===== config.mk =====
export PLATFORM = sky130hd
export DESIGN_NAME = if_stage_flat
export DESIGN_NICKNAME = d
export VERILOG_FILES = /design/src/rtl/if_stage_if.sv /design/src/rtl/if_stage.sv /design/src/flat_wrapper.sv
export SDC_FILE = /design/constraint.sdc
export NUM_CORES = 1
export LEC_CHECK = 0
export CAP_MARGIN = 20
export CORE_UTILIZATION = 50
export DETAILED_ROUTE_END_ITERATION = 10
export PLACE_DENSITY = 0.89
export SYNTH_ARGS = -nofsm -noshare
export SYNTH_HDL_FRONTEND = slang
export SYNTH_SLANG_ARGS = --single-unit

===== constraint.sdc =====
create_clock -name clk -period 14.1 [get_ports clk]
set_clock_uncertainty 0.15 [all_clocks]
set_input_delay 2.82 -clock clk [delete_from_list [all_inputs] [get_ports clk]]
set_output_delay 2.82 -clock clk [all_outputs]
set_load 0.01 [all_outputs]

===== src/rtl/if_stage_if.sv =====
// Signal bundle between the fetch stage, its instruction memory and the decode side.
// master = fetch stage; slave = surrounding pipeline / memory model.
interface if_stage_if;
    logic [31:0] inst_adrs;
    logic [31:0] inst_in;
    logic        stall;
    logic        flush;
    logic        br_taken;
    logic [31:0] br_target;
    logic        ifid_valid;
    logic [31:0] ifid_inst;
    logic [31:0] ifid_pc;
    logic [31:0] ifid_pc_next;
    logic        halted;
    logic [15:0] fetch_count;

    modport master (
        output inst_adrs,
        input  inst_in,
        input  stall,
        input  flush,
        input  br_taken,
        input  br_target,
        output ifid_valid,
        output ifid_inst,
        output ifid_pc,
        output ifid_pc_next,
        output halted,
        output fetch_count
    );

    modport slave (
        input  inst_adrs,
        output inst_in,
        output stall,
        output flush,
        output br_taken,
        output br_target,
        input  ifid_valid,
        input  ifid_inst,
        input  ifid_pc,
        input  ifid_pc_next,
        input  halted,
        input  fetch_count
    );
endinterface


===== src/rtl/if_stage.sv =====
// Single-cycle instruction fetch stage: word-addressed PC, IF/ID register,
// RUN/HALT control and a saturating delivered-instruction counter.
module if_stage #(
    parameter logic [31:0] RESET_PC  = 32'h0000_0000,
    parameter logic [31:0] HALT_WORD = 32'hFFFF_FFFF
) (
    input  logic clk,
    input  logic rst,
    if_stage_if.master bus
);

    typedef enum logic {
        ST_RUN  = 1'b0,
        ST_HALT = 1'b1
    } state_t;

    state_t      state_reg, state_next;
    logic [31:0] pc_reg, pc_next;
    logic        ifid_valid_reg, ifid_valid_next;
    logic [31:0] ifid_inst_reg, ifid_inst_next;
    logic [31:0] ifid_pc_reg, ifid_pc_next_reg;
    logic [31:0] ifid_pc_d, ifid_pc_next_d;
    logic [15:0] fetch_count_reg, fetch_count_next;

    logic [31:0] pc_inc;
    logic        is_halt_word;

    // Natural 32-bit overflow gives the required wrap to zero.
    assign pc_inc       = pc_reg + 32'd1;
    assign is_halt_word = (bus.inst_in == HALT_WORD);

    always_ff @(posedge clk or posedge rst) begin
        if (rst) begin
            state_reg        <= ST_RUN;
            pc_reg           <= RESET_PC;
            ifid_valid_reg   <= 1'b0;
            ifid_inst_reg    <= 32'd0;
            ifid_pc_reg      <= 32'd0;
            ifid_pc_next_reg <= 32'd0;
            fetch_count_reg  <= 16'd0;
        end else begin
            state_reg        <= state_next;
            pc_reg           <= pc_next;
            ifid_valid_reg   <= ifid_valid_next;
            ifid_inst_reg    <= ifid_inst_next;
            ifid_pc_reg      <= ifid_pc_d;
            ifid_pc_next_reg <= ifid_pc_next_d;
            fetch_count_reg  <= fetch_count_next;
        end
    end

    // Priority: branch, then halt residency, then flush, then stall, then fetch.
    always_comb begin
        state_next       = state_reg;
        pc_next          = pc_reg;
        ifid_valid_next  = ifid_valid_reg;
        ifid_inst_next   = ifid_inst_reg;
        ifid_pc_d        = ifid_pc_reg;
        ifid_pc_next_d   = ifid_pc_next_reg;
        fetch_count_next = fetch_count_reg;

        if (bus.br_taken) begin
            state_next      = ST_RUN;
            pc_next         = bus.br_target;
            ifid_valid_next = 1'b0;
            ifid_inst_next  = 32'd0;
            ifid_pc_d       = 32'd0;
            ifid_pc_next_d  = 32'd0;
        end else if (state_reg == ST_HALT || bus.flush) begin
            ifid_valid_next = 1'b0;
            ifid_inst_next  = 32'd0;
            ifid_pc_d       = 32'd0;
            ifid_pc_next_d  = 32'd0;
        end else if (bus.stall) begin
            // everything holds via the defaults
        end else if (is_halt_word) begin
            state_next      = ST_HALT;
            ifid_valid_next = 1'b0;
            ifid_inst_next  = 32'd0;
            ifid_pc_d       = 32'd0;
            ifid_pc_next_d  = 32'd0;
        end else begin
            pc_next         = pc_inc;
            ifid_valid_next = 1'b1;
            ifid_inst_next  = bus.inst_in;
            ifid_pc_d       = pc_reg;
            ifid_pc_next_d  = pc_inc;
            if (fetch_count_reg != 16'hFFFF) begin
                fetch_count_next = fetch_count_reg + 16'd1;
            end
        end
    end

    assign bus.inst_adrs    = pc_reg;
    assign bus.ifid_valid   = ifid_valid_reg;
    assign bus.ifid_inst    = ifid_inst_reg;
    assign bus.ifid_pc      = ifid_pc_reg;
    assign bus.ifid_pc_next = ifid_pc_next_reg;
    assign bus.halted       = (state_reg == ST_HALT);
    assign bus.fetch_count  = fetch_count_reg;

endmodule


===== src/flat_wrapper.sv =====
// flat-port wrapper written by rule: the top's interface ports become plain ports
module if_stage_flat 
#(
    parameter logic [31:0] RESET_PC  = 32'h0000_0000,
    parameter logic [31:0] HALT_WORD = 32'hFFFF_FFFF
)
  (clk, rst, bus_inst_adrs, bus_inst_in, bus_stall, bus_flush, bus_br_taken, bus_br_target, bus_ifid_valid, bus_ifid_inst, bus_ifid_pc, bus_ifid_pc_next, bus_halted, bus_fetch_count);
  if_stage_if bus_i ();
  input  logic clk;
  input  logic rst;
  output wire logic [$bits(bus_i.inst_adrs)-1:0] bus_inst_adrs;
  input wire logic [$bits(bus_i.inst_in)-1:0] bus_inst_in;
  input wire logic [$bits(bus_i.stall)-1:0] bus_stall;
  input wire logic [$bits(bus_i.flush)-1:0] bus_flush;
  input wire logic [$bits(bus_i.br_taken)-1:0] bus_br_taken;
  input wire logic [$bits(bus_i.br_target)-1:0] bus_br_target;
  output wire logic [$bits(bus_i.ifid_valid)-1:0] bus_ifid_valid;
  output wire logic [$bits(bus_i.ifid_inst)-1:0] bus_ifid_inst;
  output wire logic [$bits(bus_i.ifid_pc)-1:0] bus_ifid_pc;
  output wire logic [$bits(bus_i.ifid_pc_next)-1:0] bus_ifid_pc_next;
  output wire logic [$bits(bus_i.halted)-1:0] bus_halted;
  output wire logic [$bits(bus_i.fetch_count)-1:0] bus_fetch_count;
  assign bus_inst_adrs = bus_i.inst_adrs;
  assign bus_i.inst_in = bus_inst_in;
  assign bus_i.stall = bus_stall;
  assign bus_i.flush = bus_flush;
  assign bus_i.br_taken = bus_br_taken;
  assign bus_i.br_target = bus_br_target;
  assign bus_ifid_valid = bus_i.ifid_valid;
  assign bus_ifid_inst = bus_i.ifid_inst;
  assign bus_ifid_pc = bus_i.ifid_pc;
  assign bus_ifid_pc_next = bus_i.ifid_pc_next;
  assign bus_halted = bus_i.halted;
  assign bus_fetch_count = bus_i.fetch_count;
  if_stage #(.RESET_PC(RESET_PC), .HALT_WORD(HALT_WORD)) u_core (.clk(clk), .rst(rst), .bus(bus_i));
endmodule

== Word level (Yosys, flattened, before mapping) ==
Index checks and enable logic that the tools add are counted.
Storage, ports and cells
  flip-flop bits (word level): 146
Operators by class
  $add $sub $neg: 2
  equal/unequal tests: 6
  multiplexer cells: 24
  bitwise operators: 4
  reduce and logical (&&, ||, !) cells: 5
Operators with widths (count)
  two-way mux 32 bit: 16
  adder 32 x 1 -> 32 bit (second input constant): 1
  == test 32 bit (second input constant): 1
  adder 16 x 1 -> 16 bit (second input constant): 1
  inequality test 16 bit (second input constant): 1
  two-way mux 1 bit: 8
  AND reduction 3 bit: 2
  AND reduction 5 bit: 1
  inequality test 2 bit (second input constant): 2
  inverter 1 bit: 4
  inequality test 3 x 1 -> 1 bit (second input constant): 1
  inequality test 2 x 1 -> 1 bit (second input constant): 1
  nonzero test 2 bit: 1
  logical OR 1 bit: 1

== Longest topological paths before layout ==
  word-level depth: 5
  depth in mapped cells: 8
  mapped depth without buffers: 6

== Worst setup path before layout ==
No wires, ideal clock.
  path kind: input to register
  start point: in bus_inst_in[30]
  end point: reg u_core.ifid_pc_next_reg[27] (netlist: u_core.bus.ifid_pc_next[27])
  library setup time: 0.129 ns
  arrival time: 4.343 ns
  required time: 13.821 ns
  slack: 9.479 ns
  stages on the path: 8
  buffers on the path: 3
  cells stage by stage: nand4_1 nor4_1 clkbuf_1 a21boi_0 clkbuf_1 clkbuf_1 o211ai_1 nand3_1
On the way
  cells in the longest elaborated chain, start to end: 5
RTL lines
  start: declaration: line flat_wrapper.sv:12  | input wire logic [$bits(bus_i.inst_in)-1:0] bus_inst_in;
  == test 32 bit: line if_stage.sv:30  | assign is_halt_word = (bus.inst_in == HALT_WORD);
  two-way mux 32 bit: line if_stage.sv:76  | end else if (is_halt_word) begin
  two-way mux 32 bit: line if_stage.sv:74  | end else if (bus.stall) begin
  two-way mux 32 bit: line if_stage.sv:69  | end else if (state_reg == ST_HALT || bus.flush) begin
  two-way mux 32 bit: line if_stage.sv:62  | if (bus.br_taken) begin
  end signal: assignment: line if_stage.sv:47  | ifid_pc_next_reg <= ifid_pc_next_d;
  end: declaration: line if_stage.sv:21  | logic [31:0] ifid_pc_reg, ifid_pc_next_reg;
Every way passes these cells. The select of a mux whose other input is x is not followed.
A chain may end at the register's enable or synchronous reset.

== Worst setup path in the final report ==
  start point: in bus_br_taken
  end point: reg u_core.ifid_pc_next_reg[27] (netlist: u_core.bus.ifid_pc_next[27])
On the way
  cells in the longest elaborated chain, start to end: 1
  elaborated cells between the ends (all ways): 2
  classes of those cells: eq/ne: 1; mux: 1
RTL lines
  start: declaration: line flat_wrapper.sv:15  | input wire logic [$bits(bus_i.br_taken)-1:0] bus_br_taken;
  inequality test 3 x 1 -> 1 bit (no source line) or two-way mux 32 bit (tied branches)
Parallel ways exist; a longest one is shown, timed or not.

==> key figures <==
Critical path
  – R2R setup slack: 11.16 ns
  – CP startpoint: bus_br_taken
  – Worst Setup EP: u_core.bus.ifid_pc_next[27]
  – R2R cell count: 6
  – Worst R2R Start: u_core.bus.inst_adrs[0]
  – Crit path DAT: 5.72 ns
  – Worst R2R End: u_core.bus.inst_adrs[28]
  – CP Capture Type: flip-flop
  – Critical path class: input pin to flip-flop
  – Crit path required time: 14.31 ns
  – Worst-path maximum fanout: 49
  – Critical Path Source Type: input pin

Routing
  – Routed WL per cell: 19.76 µm
  – DR vias: 6,011
  – WL final: 19,860 µm
  – Initial DRC Count: 544
  – Post-route ant nets: 0
  – TritonRoute pass-1 iters: 6
  – Vias/cell: 5.981
  – Residual DRC: 0

Clocking
  – Total CTS buffers: 17
  – H-tree levels: 4
  – Clock Latency Late Sink: 0.43 ns
  – Root Driver: clkbuf_16
  – Clock transition at the registers of the reported paths: 0.06 ns
  – CTS tree: yes
  – Max clock buf depth: 2
  – Hold-fix buffers, CTS: 0
  – Post-CTS Resized: 0
  – Clock Sinks: 146
  – Setup Fix Bufs, Post-CTS: 0

Timing
  – Unrepaired setup endpoints after global routing: false
  – Final hold viol count: 0
  – Final setup slack of the worst path: 8.588 ns
  – Final period utilization: 0.3909
  – Final Slew Violations: 0
  – Setup Total Neg Slack: 0 ns
  – Max Fclk: 0.1814 GHz
  – Worst-margin pin slew: 1.052 ns
  – Post-route minimum period: 5.512 ns
  – Worst slew margin: 0.2970
  – Final setup viols: 0

Yosys
  – Ys async rst share: 1.000
  – EDFF count, synth: 0
  – Sequential area share after synthesis: 0.5485
  – Simple-gate area share of the yosys netlist: 0.1606
  – Synthesized flop and latch total: 146
  – Syn Area/Cell: 10.51 µm²
  – Largest family of logic cells by synthesized area: compound AO/OA/AOI/OAI gates
  – Mapped Cells: 634
  – Syn nets: 705
  – Synth Area in Compound Gates: 0.1734
  – Xor and xnor area share after synthesis: 0.07626
  – Adder-Cell Fraction of Synth Area: 0.003757
  – Cell variety after synth: 46
  – Mux contribution to synthesized area: 0.001690
  – Mapped cell area: 6661 µm²
  – Dominant synthesized flop cell: dfrtp_1
  – Synth warn: 0

GRT
  – Initial antenna violation count: 0
  – First-pass GRT wire length: 31,640 µm
  – GRT Overall Usage: 0.2941
  – Pin count of the biggest net entering global routing: 98
  – Congestion Overflow GR: 0
  – Vias in the first global route: 5,904

Layout
  – Synth-to-layout area growth: 42.71%
  – Commonest non-fill, non-tap cell in the layout: clkdlybuf4s50_1
  – Total Nets Final: 891
  – Most frequent cells in the layout: clkdlybuf4s50_1 (214), dfrtp_1 (146), nand2_1 (73)
  – Antenna Cells: 0
  – Final Non-Filler Cells: 1,005
  – Share of cells above drive strength 1: 0.06002
  – Final Core Density: 0.7413

Floorplan
  – Initial Util: 0.5194
  – Die area: 13,790 µm²
  – FP Rows: 41
  – Die W: 117.4 µm
  – Die Ht: 117.4 µm
  – CORE AREA: 12,820 µm²
  – Ports: 215

Place
  – IO buf count: 214
  – Dpl ws: 8.190 ns
  – Placed Cells incl. Taps: 973
  – Final GP Congestion: 0.8713
  – DP Wirelength: 13,270 µm

Status
  – Status: completed

Power
  – LEAKAGE: 3.886 nW
  – P per Cell Area: 118.1 nW/µm²
  – VDD IR max: 0.00009410 V

Min path
  – Hold WC Path Type: flip-flop to flip-flop
  – Hold Startpoint: u_core.bus.ifid_pc_next[28]

Job
  – Max-Cap Viols: 0
==> synthesized netlist by cell type (all sizes together) (2+ instances only) <==
library cell,count,area (µm²)
or4,9,75.07
and4,5,43.79
a2111oi,5,43.79
and2,2,12.51
a211oi,10,75.07
nand4b,2,17.52
nor2,20,75.07
a31oi,14,87.58
or3,15,93.84
nand4,21,131.4
inv,4,15.01
ha,2,25.02
buf,14,71.31
nor4,7,50.05
clkbuf,39,148.9
nor2b,2,12.51
and3,15,95.09
nand2,73,274.0
a21oi,6,30.03
o211ai,2,15.01
xor2,19,166.4
nand3,29,155.2
o21ai,57,285.3
xnor2,39,341.6
a22o,63,551.8
a22oi,2,15.01
dfrtp,146,3654
==> worst min path at each step <==
stage / endpoint / slack (ns) / cells after the start
floorplan: u_core.bus.ifid_valid / 0.37 / 2
global placement: u_core.bus.ifid_valid / 0.31 / 2
detailed placement: u_core.bus.ifid_pc_next[27] / 0.32 / 2
CTS: u_core.bus.ifid_pc_next[14] / 0.34 / 2
global route: u_core.bus.ifid_inst[13] / 0.37 / 1
finish: u_core.bus.ifid_pc_next[28] / 0.34 / 2
==> critical path: stages <==
cell,delay (ns)
clkdlybuf4s50_1,0.40
buf_4,0.27
nor4_1,0.48
a21boi_4,0.91
buf_4,0.56
o211ai_1,0.15
nand3_1,0.11
==> layout make-up <==
cell class              instances  area [µm²]
clock buffers                  21       470.5
clock inverters                11       157.7
fillers                       891        3318
inverters                       5       23.77
multi-input cells             430        2799
flip-flops and latches        146        3654
well taps                     172       215.2
repair buffers                220        2187
==> metrics by stage <==
step | power [mW] | hold slack, ns | instance area [µm²]
finish | 1.123 | 0.3374 | 9507
floorplan | 0.5545 | 0.3652 | 6661
global placement | 0.6428 | 0.3120 | 8879
global route | 1.161 | 0.3672 | 9507
detailed placement | 0.6494 | 0.3233 | 8879
CTS | 1.126 | 0.3401 | 9507
==> routing by layer <==
layer  vias up  share of wire  track usage
li1       2681              -            -
met1      2980           0.41       0.3759
met2       298           0.49       0.4693
met3        52          0.069      0.07636
met4         0          0.031       0.1339
met5         -              0            0
==> logic make-up (layout without fill, tap and decap cells) <==
family / count (synthesis) / in the layout
simple gates: 204 / 204
compound gates: 165 / 165
flops: 146 / 146
xor+xnor: 58 / 58
buf+inv: 58 / 257
fa+ha+maj: 2 / 2
mux: 1 / 1
==> report_power, final <==
part	switching [mW]	total (mW)	leakage, nW	internal [mW]
logic	0.0729	0.161	1.64	0.0884
clock network	0.171	0.478	0.312	0.308
registers	0.0380	0.483	1.93	0.445
total	0.281	1.12	3.89	0.841
Power figures use the tool's default switching activity.
